==> config.mk <==
export PLATFORM = sky130hd
export DESIGN_NAME = psc_pkt_arbiter
export DESIGN_NICKNAME = d
export VERILOG_FILES = /design/src/rtl/psc_pkt_arbiter_pkg.sv /design/src/rtl/psc_pkt_arbiter_rr_pick.sv /design/src/rtl/psc_pkt_arbiter.sv
export SDC_FILE = /design/constraint.sdc
export NUM_CORES = 1
export LEC_CHECK = 0
export ABC_AREA = 1
export CAP_MARGIN = 20
export CORE_MARGIN = 2
export CORE_UTILIZATION = 42
export DETAILED_ROUTE_END_ITERATION = 8
export PLACE_DENSITY_LB_ADDON = 0.3
export SYNTH_ARGS = -nofsm -noshare
export SYNTH_HDL_FRONTEND = slang
export SYNTH_SLANG_ARGS = --single-unit
==> constraint.sdc <==
create_clock -name i_clk -period 2.6 [get_ports i_clk]
set_clock_uncertainty 0.05 [all_clocks]
set_input_delay 0.52 -clock i_clk [delete_from_list [all_inputs] [get_ports i_clk]]
set_output_delay 0.52 -clock i_clk [all_outputs]
set_load 0.05 [all_outputs]
==> src/rtl/psc_pkt_arbiter_pkg.sv <==
// Shared types and helpers for the packet arbiter.
package psc_pkt_arbiter_pkg;

   // Arbiter FSM states; encodings are fixed so they read the same in waveforms.
   typedef enum logic [1:0] {
      StIdle  = 2'b00,
      StGrant = 2'b01,
      StXfer  = 2'b10,
      StGap   = 2'b11
   } state_e;

   // Bits needed for a counter that must hold values 0..max_val.
   function automatic int unsigned cnt_width(input int unsigned max_val);
      return $clog2(max_val + 1);
   endfunction

endpackage

==> src/rtl/psc_pkt_arbiter_rr_pick.sv <==
// Combinational round-robin picker: first requester at or after ptr, wrapping mod N_PORTS.
module psc_pkt_arbiter_rr_pick
   import psc_pkt_arbiter_pkg::*;
#(
   parameter int unsigned N_PORTS = 4,
   parameter int unsigned PW      = $clog2(N_PORTS)
) (
   input  logic [N_PORTS-1:0] req,
   input  logic [PW-1:0]      ptr,
   output logic [N_PORTS-1:0] grant,
   output logic [PW-1:0]      idx,
   output logic               any
);

   // Scan ptr, ptr+1, ... and latch the first requester found.
   always_comb begin
      logic [PW-1:0] cand;
      grant = '0;
      idx   = '0;
      any   = 1'b0;
      cand  = '0;
      for (int unsigned i = 0; i < N_PORTS; i++) begin
         cand = PW'((32'(ptr) + i) % N_PORTS);
         if (!any && req[cand]) begin
            any         = 1'b1;
            idx         = cand;
            grant[cand] = 1'b1;
         end
      end
   end

endmodule

==> src/rtl/psc_pkt_arbiter.sv <==
// Packet-atomic round-robin arbiter: grants one requester at a time and forwards its
// flagged words (MSB marks head/tail) with one cycle of latency. Stalled senders are
// released by an idle timeout; runaway packets are cut at MAX_LEN with a forced tail.
module psc_pkt_arbiter
   import psc_pkt_arbiter_pkg::*;
#(
   parameter int unsigned DATA_WIDTH = 8,
   parameter int unsigned N_PORTS    = 4,
   parameter int unsigned TIMEOUT    = 255,
   parameter int unsigned MAX_LEN    = 1024
) (
   input  logic                              i_clk,
   input  logic                              i_rst_n,
   input  logic [N_PORTS-1:0]                iv_req,
   input  logic [N_PORTS*(DATA_WIDTH+1)-1:0] iv_data,
   input  logic [N_PORTS-1:0]                iv_data_wr,
   output logic [N_PORTS-1:0]                ov_grant,
   output logic [DATA_WIDTH:0]               ov_data,
   output logic                              o_data_wr,
   output logic [$clog2(N_PORTS)-1:0]        ov_active_port,
   output logic                              o_busy,
   output logic                              o_err_timeout,
   output logic                              o_err_proto
);

   localparam int unsigned WW   = DATA_WIDTH + 1;
   localparam int unsigned FLAG = DATA_WIDTH;
   localparam int unsigned PW   = $clog2(N_PORTS);
   localparam int unsigned TW   = cnt_width(TIMEOUT);
   localparam int unsigned LW   = cnt_width(MAX_LEN);

   state_e               state_q, state_d;
   logic [PW-1:0]        sel_q, sel_d;
   logic [PW-1:0]        rr_ptr_q, rr_ptr_d;
   logic [N_PORTS-1:0]   grant_q, grant_d;
   logic [TW-1:0]        idle_q, idle_d, idle_inc;
   logic [LW-1:0]        word_q, word_d, word_inc;
   logic [WW-1:0]        data_q, data_d;
   logic                 data_wr_q, data_wr_d;
   logic                 err_to_q, err_to_d;
   logic                 err_proto_q, err_proto_d;

   logic [N_PORTS-1:0]   pick_grant;
   logic [PW-1:0]        pick_idx;
   logic                 pick_any;
   logic [WW-1:0]        port_word [N_PORTS];
   logic [WW-1:0]        cur_word;
   logic                 cur_wr;

   psc_pkt_arbiter_rr_pick #(
      .N_PORTS (N_PORTS),
      .PW      (PW)
   ) u_rr_pick (
      .req   (iv_req),
      .ptr   (rr_ptr_q),
      .grant (pick_grant),
      .idx   (pick_idx),
      .any   (pick_any)
   );

   for (genvar g = 0; g < N_PORTS; g++) begin : g_port_word
      assign port_word[g] = iv_data[g*WW +: WW];
   end

   assign cur_word = port_word[sel_q];
   assign cur_wr   = iv_data_wr[sel_q];

   // Both counters saturate at their terminal value instead of wrapping.
   assign idle_inc = (idle_q == TW'(TIMEOUT)) ? idle_q : idle_q + TW'(1);
   assign word_inc = (word_q == LW'(MAX_LEN)) ? word_q : word_q + LW'(1);

   // Next-state, counter and output-register decode.
   always_comb begin
      state_d     = state_q;
      sel_d       = sel_q;
      rr_ptr_d    = rr_ptr_q;
      grant_d     = grant_q;
      idle_d      = idle_q;
      word_d      = word_q;
      data_d      = data_q;
      data_wr_d   = 1'b0;
      err_to_d    = 1'b0;
      err_proto_d = 1'b0;
      case (state_q)
         StIdle: begin
            if (pick_any) begin
               sel_d   = pick_idx;
               grant_d = pick_grant;
               state_d = StGrant;
            end
         end
         StGrant: begin
            if (cur_wr) begin
               idle_d = '0;
               if (cur_word[FLAG]) begin
                  data_d    = cur_word;
                  data_wr_d = 1'b1;
                  word_d    = LW'(1);
                  state_d   = StXfer;
               end else begin
                  err_proto_d = 1'b1;  // headless word is dropped
               end
            end else begin
               idle_d = idle_inc;
               if (idle_inc == TW'(TIMEOUT)) begin
                  err_to_d = 1'b1;
                  grant_d  = '0;
                  state_d  = StGap;
               end
            end
         end
         StXfer: begin
            if (cur_wr) begin
               idle_d    = '0;
               data_d    = cur_word;
               data_wr_d = 1'b1;
               word_d    = word_inc;
               if (cur_word[FLAG]) begin
                  grant_d = '0;
                  state_d = StGap;
               end else if (word_q == LW'(MAX_LEN - 1)) begin
                  // Length cap: terminate the packet so downstream never sees it open.
                  data_d[FLAG] = 1'b1;
                  err_proto_d  = 1'b1;
                  grant_d      = '0;
                  state_d      = StGap;
               end
            end else begin
               idle_d = idle_inc;
               if (idle_inc == TW'(TIMEOUT)) begin
                  err_to_d = 1'b1;
                  grant_d  = '0;
                  state_d  = StGap;
               end
            end
         end
         StGap: begin
            rr_ptr_d = (sel_q == PW'(N_PORTS - 1)) ? '0 : sel_q + PW'(1);
            idle_d   = '0;
            word_d   = '0;
            state_d  = StIdle;
         end
         default: state_d = StIdle;
      endcase
   end

   // State and output registers with synchronous active-low reset.
   always_ff @(posedge i_clk) begin
      if (!i_rst_n) begin
         state_q     <= StIdle;
         sel_q       <= '0;
         rr_ptr_q    <= '0;
         grant_q     <= '0;
         idle_q      <= '0;
         word_q      <= '0;
         data_q      <= '0;
         data_wr_q   <= 1'b0;
         err_to_q    <= 1'b0;
         err_proto_q <= 1'b0;
      end else begin
         state_q     <= state_d;
         sel_q       <= sel_d;
         rr_ptr_q    <= rr_ptr_d;
         grant_q     <= grant_d;
         idle_q      <= idle_d;
         word_q      <= word_d;
         data_q      <= data_d;
         data_wr_q   <= data_wr_d;
         err_to_q    <= err_to_d;
         err_proto_q <= err_proto_d;
      end
   end

   assign ov_grant       = grant_q;
   assign ov_data        = data_q;
   assign o_data_wr      = data_wr_q;
   assign ov_active_port = sel_q;
   assign o_busy         = (state_q == StGrant) || (state_q == StXfer);
   assign o_err_timeout  = err_to_q;
   assign o_err_proto    = err_proto_q;

endmodule

# --- After elaboration in Yosys (flattened, before gate mapping) ---
# Cells that the tools add are included.
totals:
  in_bits: 46
  out_inout_bits: 19
  word_cells: 144
  register_bits: 41
op_classes:
  eq_ne: 16
  n_reduce_logical: 23
  mux: 73
  n_lt_le_gt_ge: 10
  n_bitwise: 6
  addsub: 6
op_table:
  columns: ["operator", "n"]
  rows:
  - ["two-way mux 9 bit", 5]
  - ["two-way mux 11 bit", 4]
  - ["two-way mux 4 bit", 10]
  - ["case mux 11 bit (3 select lines)", 1]
  - ["two-way mux 2 bit", 12]
  - ["two-way mux 1 bit", 23]
  - ["binary-select mux 9 bit (select 2 bit)", 1]
  - ["case mux 9 bit (2 select lines)", 1]
  - ["equality test 8 bit (second input constant)", 2]
  - ["two-way mux 8 bit", 2]
  - ["case mux 8 bit (2 select lines)", 1]
  - ["less-than comparator 2 x 3 -> 1 bit (second input constant)", 5]
  - ["!= test 2 bit (second input constant)", 6]
  - ["OR 4 bit", 3]
  - ["case mux 4 bit (3 select lines)", 1]
  - ["adder 11 x 1 -> 11 bit (second input constant)", 1]
  - ["equality test 11 x 10 -> 1 bit (second input constant)", 1]
  - ["equality test 11 bit (second input constant)", 1]
  - ["binary-select mux 1 bit (select 2 bit)", 5]
  - ["adder 8 x 1 -> 8 bit (second input constant)", 1]
  - ["demux 1 bit (select 2 bit)", 4]
  - [">= comparator 2 x 1 -> 1 bit (second input constant)", 4]
  - ["case mux 2 bit (4 select lines)", 1]
  - ["AND reduction 4 bit", 2]
  - ["other kinds (21)", 37]

# --- Depth between registers and ports, before layout ---
depth:
  depth_word: 14
  depth_mapped: 14
  ltp_nobuf: 14

# --- Cells and area by module ---
# From an unflattened synthesis, not the netlist that was laid out.
unflattened:
  cells_unflattened: 470
  area_unflattened_um2: 2994.1
modules_own_cells:
  columns: ["mod", "seq_area_each_um2", "instances", "area_each_um2", "cells_each"]
  rows:
  - ["psc_pkt_arbiter", 820.8, 1, 2553.7, 396]
  - ["psc_pkt_arbiter_rr_pick", 0.0, 1, 440.4, 74]

# --- Worst setup path after synthesis ---
# No wires, ideal clock.
synth_path:
  kind: "reg2reg"
  start: "register rr_ptr_q[1]"
  end: "register grant_q[0], in the netlist ov_grant[0]"
  required_time_ns: 2.481
  t_arrival_ns: 1.888
  setup_slack_ns: 0.594
  setup_ns: 0.069
  stages_incl_launch_ff: 11
  period_less_slack_ns: 2.006
  n_path_buf: 0
  path_cell_list: "dfxtp_1 inv_1 ha_1 inv_1 o21ai_4 nand4_4 nand3b_4 inv_2 nand2_2 nand2_1 a21oi_2"
synth_between:
  elab_chain_len: 14
  word_cells_on_any_way: 52
  cone_classes: "add/sub (3); order compare (8); eq/ne (1); mux (26); bitwise (3); reduce/logical (11)"
synth_rtl:
  columns: ["item", "line", "text"]
  rows:
  - ["start, declared", "psc_pkt_arbiter.sv:34", "logic [PW-1:0] rr_ptr_q, rr_ptr_d;"]
  - ["start signal, assigned", "psc_pkt_arbiter.sv:163", "rr_ptr_q <= rr_ptr_d;"]
  - ["parallel branches: the longest is 14 deep, another holds less-than comparator 2 x 3 -> 1 bit", null, null]
  - ["end signal, assigned", "psc_pkt_arbiter.sv:164", "grant_q <= grant_d;"]
  - ["end, declared", "psc_pkt_arbiter.sv:35", "logic [N_PORTS-1:0] grant_q, grant_d;"]
# Parallel ways; which one is timed is not known. The select of a mux whose other input is x is not followed.
# A chain may end at the register's enable or synchronous reset.

# --- Worst setup path after layout ---
layout_path:
  start: "register rr_ptr_q[1]"
  end: "register grant_q[3], in the netlist ov_grant[3]"
# The elaborated chain is that of the path after synthesis.

==> summary.md <==
| Metric | Value |
|---|---|
| Run status | `finished, final reports clean` |
| Wire per inst | `approximately 12 um` |
| DR pass1 iterations | `4` |
| PostCTS Resize Cnt | `0` |
| Cts bufs inserted | `5` |
| Main synth FF type | `dfxtp_1` |
| Setup bufs post-CTS | `0` |
| Min Tclk post-route | `about 2.2 ns` |
| Worst min path class | `flip-flop to flip-flop` |
| Avg Cell Area, Syn | `approximately 7.0 um^2` |
| Count leader, synth | `nand2_1` |
| CP Capture Type | `flip-flop` |
| Peak fanout along the critical path | `8` |
| Combinational group share of total power | `0.555` |
| Row count | `31` |
| Slew Limit Fails | `0` |
| Vias in the first global route | `between 2000 and 3000` |
| Tot GR Track Use | `0.1916` |
| Reg power frac | `0.256` |
| Register Area | `820.8 um^2` |
| Die area | `7954 um^2` |
| Synth cell types | `46` |
| Switching power summed over all nets | `between 1.5 and 2 mW` |
| Slowest-stage cell, CP | `dfxtp_1` |
| Most frequent cells after synthesis | `nand2_1 (102), nor2_1 (58), dfxtp_1 (41), o21ai_0 (40), inv_1 (33)` |
| Setup ws final | `~0.38 ns` |
| Initial antenna violation count | `0` |
| Async SR Flop Fraction | `0` |
| Family with the most delay on the worst path | `flip-flops` |
| WP data arrival | `~2.4 ns` |
| CP cell instances | `inv_1, ha_1, inv_1, nand2_2, nand2_4, inv_1, nor2_4, a22oi_1, nand3_1, nand2_1, a21oi_2` |
| Slew headroom | `0.6481` |
| Largest area contributor in the netlist | `dfxtp_1` |
| Die X | `around 89 um` |
| VDD IR max | `462.1 uV` |
| Hpwl dp | `between 5 and 6 mm` |
| Final setup TNS | `0 ns` |
| Dpl ws | `around 0.3 ns` |
| Clock slew at reported path FFs | `0.08 ns` |
| Part of the Yosys area used for sequential elements | `0.2693` |
| Cell count after placement | `just under 600` |
| Die Span Y | `89.19 um` |
| CP startpoint kind | `flip-flop` |
| Multi-input gate area | `between 1500 and 2000 um^2` |
| Starting Density | `0.4271` |
| H-tree levels | `2` |
| Final Hold Viols | `0` |
| Nets@finish | `between 500 and 600` |
| Clock Tree Buf Depth | `2` |
| Vias per cell | `5.015` |
| Worst skew pair latency | `roughly 0.3 ns` |
| Via Count | `3019` |
| WP data required | `2.79 ns` |
| Unrepaired setup endpoints after global routing | `false` |
| Worst path bufs/invs | `3` |
| Drt drc | `0` |
| Crit-path max cell delay | `roughly 0.53 ns` |
| Global route overflow | `0` |
| Clock network power share | `0.189` |
| Pint | `between 1.5 and 2 mW` |
| EDFF count, synth | `0` |
| Gate Count Post-Synth | `between 400 and 500` |
| Root Driver | `clkbuf_8` |
| TritonCTS clock tree | `done` |
| Drt initial violations | `about 120` |
| CTS sink count | `41` |
| Period utilization | `0.8535` |
| Max Cap Violations | `0` |
| Leakage power | `about 1.5 nW` |
| Ports | `65` |
| Final setup fails | `0` |
| Slew @ Worst Pin | `0.5262 ns` |
| # diodes | `0` |
| Power density cells | `roughly 830 nW/um^2` |
| DRT Wirelength | `slightly above 7 mm` |
| Antenna-violating nets left | `0` |
| Post-Layout Cell Count | `roughly 600` |
| RD Place Congestion | `0.8757` |
| Buffers added on ports | `64` |
| Synth Warn # | `0` |
| Synth area leaders | `dfxtp_1 (27%), nand2_1 (13%), ha_1 (7.4%), nor2_1 (7.1%), o21ai_0 (6.6%)` |
| Fmax | `450.6 MHz` |
| Yosys reg bits | `41` |
| Core area | `7137 um^2` |
| Worst R2R Setup Slack | `about 0.38 ns` |
| Kind of critical path | `flip-flop to flip-flop` |
| Top cell type's share of synthesized area | `0.2693` |
| Syn Nets | `500` |
| Synth Cell Area | `between 3000 and 4000 um^2` |
| Sw Share | `0.4650` |
| Share of cells above drive strength 1 | `0.1372` |
| First-pass GRT wire length | `between 10 and 15 mm` |
| Largest net degree at the start of global routing | `21` |
| Fill cell count | `683` |
| Post-CTS Hold Fix Bufs | `0` |
| Crit-path most repeated cell | `inv_1` |
| Layout area overhead | `28.53%` |
[per-layer routing]
layer / vias to the layer above / GRT usage / wire, um
li1: 1569 / - / -
met1: 1372 / 0.2419 / 3207
met2: 68 / 0.3185 / 3491
met3: 10 / 0.05355 / 364
met4: 0 / 0.05699 / 96
met5: - / 0 / 0
[through the flow]
| step | power [mW] | utilization | hold slack [ns] | cell area (um^2) |
|---|---|---|---|---|
| 6_report | 3.268 | 0.5489 | 0.4225 | 3918 |
| 5_1_grt | 3.512 | 0.5489 | 0.4393 | 3918 |
| 4_1_cts | 3.299 | 0.5489 | 0.4266 | 3918 |
| 3_5_place_dp | 2.670 | 0.5302 | 0.4098 | 3784 |
| 3_3_place_gp | 2.638 | 0.5302 | 0.4092 | 3784 |
| 2_1_floorplan | 2.215 | - | 0.4084 | 3048 |
[worst reg2reg max path: stages, from the launching register on]
cell     delay [ns]
dfxtp_1        0.53
inv_1          0.21
ha_1           0.36
inv_1          0.20
nand2_2        0.10
nand2_4        0.12
inv_1          0.08
nor2_4         0.15
a22oi_1        0.09
nand3_1        0.08
nand2_1        0.07
a21oi_2        0.12
[path summary, 6_finish.rpt]
kind,start,end,cells after the start
setup / recovery,rr_ptr_q[1],ov_grant[3],11
hold / removal,ov_grant[3],ov_grant[3],2
setup reg to reg,rr_ptr_q[1],ov_grant[3],11
hold reg to reg,ov_grant[3],ov_grant[3],2
[sequential cells by signal, indices dropped and copies added, names as in the netlist]
register        count
idle_q              8
o_data_wr           1
o_err_proto         1
o_err_timeout       1
ov_active_port      2
ov_data             9
ov_grant            4
rr_ptr_q            2
state_q             2
word_q             11
[power by group through the flow]
| stage | Clock (mW) | Combinational, mW | Sequential (mW) |
|---|---|---|---|
| floorplan | 0 | 1.08 | 1.13 |
| global placement | 0 | 1.79 | 0.845 |
| detailed placement | 0 | 1.82 | 0.847 |
| CTS | 0.632 | 1.83 | 0.835 |
| global route | 0.658 | 2.00 | 0.853 |
| finish | 0.618 | 1.81 | 0.836 |
[area by class of cell]
cell class              count  area share
multi-input cells         342      0.5062
clock inverters             3     0.01661
inverters                  39     0.03897
clock buffers               5     0.01757
flip-flops and latches     41      0.2095
repair buffers             73      0.1795
well taps                  99     0.03162
[cell families after synthesis]
group	Yosys count	share of synthesized area
simple gates	222	0.3592
xor+xnor	5	0.01437
buf+inv	53	0.08004
fa+ha+maj	18	0.07389
compound gates	97	0.2032
flops	41	0.2693
[cell usage in the layout, fill, tap and decap left out, types with 6 or more instances in the layout]
cell type,n
nor2_1,58
a31oi_1,10
inv_1,33
dfxtp_1,41
buf_4,11
nand3_1,18
ha_1,18
o21ai_0,40
a21oi_2,6
clkdlybuf4s50_1,62
nand2_2,9
a21oi_1,20
nand2_1,102
No activity file was read; power rests on OpenSTA's default activity.
